### src/rtl/seg7_scan.sv
// Time-multiplexed 7-segment scanner: drives one digit at a time with
// dead time between digits and swaps in new frames only at frame boundaries.
module seg7_scan #(
    parameter int NUM_DIGITS   = 8,
    parameter int CLK_DIV      = 50000,
    parameter int BLANK_CYCLES = 500
) (
    input  logic                    clk,
    input  logic                    rst_n,
    input  logic                    upd_valid,
    input  logic [5*NUM_DIGITS-1:0] upd_data,
    output logic                    upd_ready,
    output logic [4:0]              code,
    output logic [NUM_DIGITS-1:0]   an_n,
    output logic                    frame_tick
);

    localparam int DIG_W  = (NUM_DIGITS > 1) ? $clog2(NUM_DIGITS) : 1;
    localparam int SLOT_W = $clog2(CLK_DIV);

    localparam logic [SLOT_W-1:0] SLOT_LAST  = SLOT_W'(CLK_DIV - 1);
    localparam logic [SLOT_W-1:0] BLANK_LIM  = SLOT_W'(BLANK_CYCLES);
    localparam logic [DIG_W-1:0]  DIG_LAST   = DIG_W'(NUM_DIGITS - 1);
    localparam logic [4:0]        CODE_BLANK = 5'd31;

    logic [SLOT_W-1:0]          slot_cnt;
    logic [DIG_W-1:0]           dig_idx;
    logic [NUM_DIGITS-1:0][4:0] active;
    logic [NUM_DIGITS-1:0][4:0] pending;
    logic                       pending_full;

    logic                       slot_end;
    logic                       frame_end;
    logic                       take;

    logic                       lit_p0;
    logic [NUM_DIGITS-1:0]      an_p0;
    logic [4:0]                 code_p0;

    // Active-low anode pattern selecting exactly one digit.
    function automatic logic [NUM_DIGITS-1:0] anode_mask(input logic [DIG_W-1:0] idx);
        logic [NUM_DIGITS-1:0] one;
        one    = '0;
        one[0] = 1'b1;
        return ~(one << idx);
    endfunction

    assign slot_end  = (slot_cnt == SLOT_LAST);
    assign frame_end = slot_end && (dig_idx == DIG_LAST);
    assign upd_ready = ~pending_full;
    assign take      = upd_valid && upd_ready;

    // Slot counter and digit index; digit advances on each slot wrap.
    always_ff @(posedge clk or negedge rst_n) begin
        if (!rst_n) begin
            slot_cnt <= '0;
            dig_idx  <= '0;
        end else if (slot_end) begin
            slot_cnt <= '0;
            dig_idx  <= (dig_idx == DIG_LAST) ? '0 : dig_idx + DIG_W'(1);
        end else begin
            slot_cnt <= slot_cnt + SLOT_W'(1);
        end
    end

    // Pending slot flag and the displayed frame; a waiting frame is
    // promoted only on the frame-end edge so a frame never tears.
    always_ff @(posedge clk or negedge rst_n) begin
        if (!rst_n) begin
            pending_full <= 1'b0;
            active       <= '1;
        end else if (frame_end && pending_full) begin
            pending_full <= 1'b0;
            active       <= pending;
        end else if (take) begin
            pending_full <= 1'b1;
        end
    end

    // Pending frame storage; only the full flag needs a reset.
    always_ff @(posedge clk) begin
        if (take) begin
            pending <= upd_data;
        end
    end

    // Stage p0: decide blank vs lit for the current slot position.
    always_comb begin
        lit_p0  = 1'b0;
        an_p0   = '1;
        code_p0 = CODE_BLANK;
        if (slot_cnt >= BLANK_LIM) begin
            lit_p0  = 1'b1;
            an_p0   = anode_mask(dig_idx);
            code_p0 = active[dig_idx];
        end
    end

    // Stage p1: registered outputs, one cycle behind the counters.
    always_ff @(posedge clk or negedge rst_n) begin
        if (!rst_n) begin
            an_n       <= '1;
            code       <= CODE_BLANK;
            frame_tick <= 1'b0;
        end else begin
            an_n       <= lit_p0 ? an_p0 : '1;
            code       <= code_p0;
            frame_tick <= frame_end;
        end
    end

endmodule

### config.mk
export PLATFORM = sky130hd
export DESIGN_NAME = seg7_scan
export DESIGN_NICKNAME = d
export VERILOG_FILES = /design/src/rtl/seg7_scan.sv
export SDC_FILE = /design/constraint.sdc
export NUM_CORES = 1
export LEC_CHECK = 0
export CAP_MARGIN = 20
export CORE_AREA = 2 2 96 98
export DETAILED_ROUTE_END_ITERATION = 6
export DIE_AREA = 0 0 98 100
export PLACE_DENSITY = 0.77
export SYNTH_ARGS = -nofsm -noshare
export SYNTH_HDL_FRONTEND = slang
export SYNTH_SLANG_ARGS = --single-unit
### constraint.sdc
create_clock -name clk -period 3.2 [get_ports clk]
set_input_delay 0.32 -clock clk [delete_from_list [all_inputs] [get_ports clk]]
set_output_delay 0.32 -clock clk [all_outputs]
set_load 0.01 [all_outputs]
==> run metrics <==
worst-margin pin slew=between 0.4 and 0.5 ns; CP arrival=around 2.9 ns; critical path class=register to register; final hold violations=0; root buf cell=clkbuf_8; Reg2Reg Launch Point=slot_cnt[12]; CP startpoint=slot_cnt[12]; final setup vio count=0; Post-Place Cells=roughly 440; Worst Setup Start Kind=register; Clock Tree Buf Depth=2; Slew headroom=0.727; fraction of layout cells with a size suffix above 1=0.375; Worst-Skew Late Latency=about 0.5 ns; Initial Util=0.524; top cell type by total area after synthesis=dfstp_2; CP required=~3.6 ns; placed inst area=approximately 5300 µm²; die height=approximately 100 µm; fin crit period=2.51 ns; Tot GR Track Use=0.184; PortBufs=57; I/O pins=58; synthesized area=approximately 4700 µm²; DRC Markers=0; met3 Track Usage GR=0.0682; Final Power=3.54 mW; GRT met2 Usage=0.296; mux cell area share after synthesis=0.171; area delta synth->final=28.1%; Post-synth EDFFs=40; DR vias=2498; fin cells=approximately 470; Syn Area/Cell=~17 µm²; Starting DRT DRC Count=approximately 150; final wirelength=8.04 mm; outcome=finished, final reports clean; PwrDens=593 nW/µm²; GP Congestion=roughly 0.9; achievable clock frequency=0.398 GHz; gr ovfl total=0; largest family of logic cells by synthesized area=multiplexers; Die X=~98 µm; cell with the most instances after synthesis=dfstp_2; Post-Syn Instances=~280; Final WS setup=0.687 ns; Syn Nets=327; row count=35; post-synthesis xor/xnor area fraction=0.0226; DP Worst Slack=approximately 0.73 ns; Leak=approximately 2.3 nW; Setup TNS Final=0 ns; initial antenna violation count=0; Synth cell types=40; Synth Warn #=0; vias in the first global route=2708; largest net degree at the start of global routing=75; Post-DRT Antenna Nets=0; area share of and/or/nand/nor cells after synthesis=0.0768; fin crit share=0.785; post-cts sizing count=0; die area=between 9000 and 10000 µm²; Max Clock Skew=approximately 0.0067 ns; ys flop type=dfstp_2; largest cells by area after synthesis=dfstp_2 30%, edfxtp_1 26%, dfrtp_1 11%; core area=8890 µm²; clock slew at reported path FFs=~0.05 ns; Final Max Slew Viols=0; CTS tree=done; Max-Cap Viols=0; Hold WC Path Type=primary input to asynchronous set/reset pin; register area share after synthesis=0.669; fraction of the mapped netlist area in adder cells=0.0215; Via density=5.27; n_diodes=0; clock sinks=roughly 110; DR pass1 iterations=4; Synth Area in Compound Gates=0.0118; routed len/inst=17.0 µm; GR Util met1=0.231; critical path endpoint category=register; Synth top area share=0.299; RSZ-0062 raised after global routing=no; synth cell count leaders=53 x dfstp_2, 40 x edfxtp_1, 30 x mux2_4; TritonCTS Buffers=17; crit-path max FO=31; busiest grt layer=met2; Synth async-reset ratio=0.649; post-route cell area=approximately 6000 µm²; FF+latch count, synth=~110; VDD IR max=~0.39 mV; # nets final=401; global-route wire length before repair=roughly 14 mm; post-DP HPWL=approximately 5 mm; # H-tree levels=4
flip-flops by register name (all words and copies together) (netlist names):
signal        flops
an_n              8
pending_full      1
code              5
pending          40
dig_idx           3
frame_tick        1
slot_cnt         16
active           40
metal layers:
layer | up-vias | share of wire | wire, µm
met3 | 11 | 0.046 | 369
met2 | 69 | 0.51 | 4080
met1 | 1269 | 0.43 | 3470
met5 | - | 0 | 0
met4 | 0 | 0.014 | 112
li1 | 1149 | - | -
critical path: stages (launching register included):
cell and delay [ns]:
dfrtp_1 0.41, or4_4 0.59, nor4_4 0.30, and3_2 0.46, buf_12 0.29, mux2_1 0.37
layout make-up:
| cell class | count | area (µm²) |
|---|---|---|
| Clock buffer | 17 | 414 |
| Clock inverter | 15 | 205 |
| Fill cell | 601 | 2920 |
| Inverter | 6 | 22.5 |
| Multi-Input combinational cell | 147 | 1430 |
| Sequential cell | 114 | 3120 |
| Tap cell | 111 | 139 |
| Timing Repair Buffer | 64 | 646 |
report_power, final:
| part | internal, mW | leakage [nW] | total [mW] | switching (mW) |
|---|---|---|---|---|
| logic | 0.0473 | 0.841 | 0.0713 | 0.0240 |
| registers | 1.52 | 1.18 | 1.52 | 0.000000000000000267 |
| clock network | 1.27 | 0.297 | 1.95 | 0.683 |
| total | 2.83 | 2.32 | 3.54 | 0.707 |
cells by family (layout without fill, tap and decap cells):
family,count (synthesis),after routing
AOI/OAI and AO/OA,9,9
xor gates and xnor gates,12,12
adders and majority gates,8,8
buffers and inverters,15,102
DFF,114,114
muxes,51,51
and+or+nand+nor,67,67
path summary, 6_finish.rpt:
kind	to	slack, ns	depth (start not counted)
setup / recovery	active[2]	0.69	5
min in group clk	pending[12]	0.36	1
max in group asynchronous	active[5]	2.47	3
hold / removal	slot_cnt[0]	0.35	3
hold reg to reg	active[0]	0.47	1
setup reg to reg	active[2]	0.69	5
cell usage in the layout (no fill, tap or decap), types with 4 or more instances in the layout:
cell type,synthesis,layout
dfstp_2,53,53
nand4_1,4,4
ha_1,8,8
mux4_2,10,10
bufinv_16,0,4
edfxtp_1,40,40
dfrtp_1,21,21
nand3_1,8,8
xnor2_1,6,6
clkbuf_16,0,16
buf_4,0,4
clkdlybuf4s50_1,0,56
nand2_1,24,24
mux2_4,30,30
inv_6,0,4
xor2_1,6,6
mux2_1,9,9
and2_1,4,4
inv_1,5,5
nor2_1,11,11
stage by stage:
stage                     hold slack [ns]   util
after CTS                           0.339  0.672
after detailed placement            0.379  0.601
final                               0.352  0.672
after global placement              0.376  0.601
after floorplan                    0.0244      -
after global routing                0.328  0.672
what timing repair did:
item / 4_1_cts / 5_1_grt
hold buffers: 1 / 0
hold endpoints to repair: 21 / 0
buffers inserted: 0 / 0
Note: power is estimated with default switching activity, not from simulation.
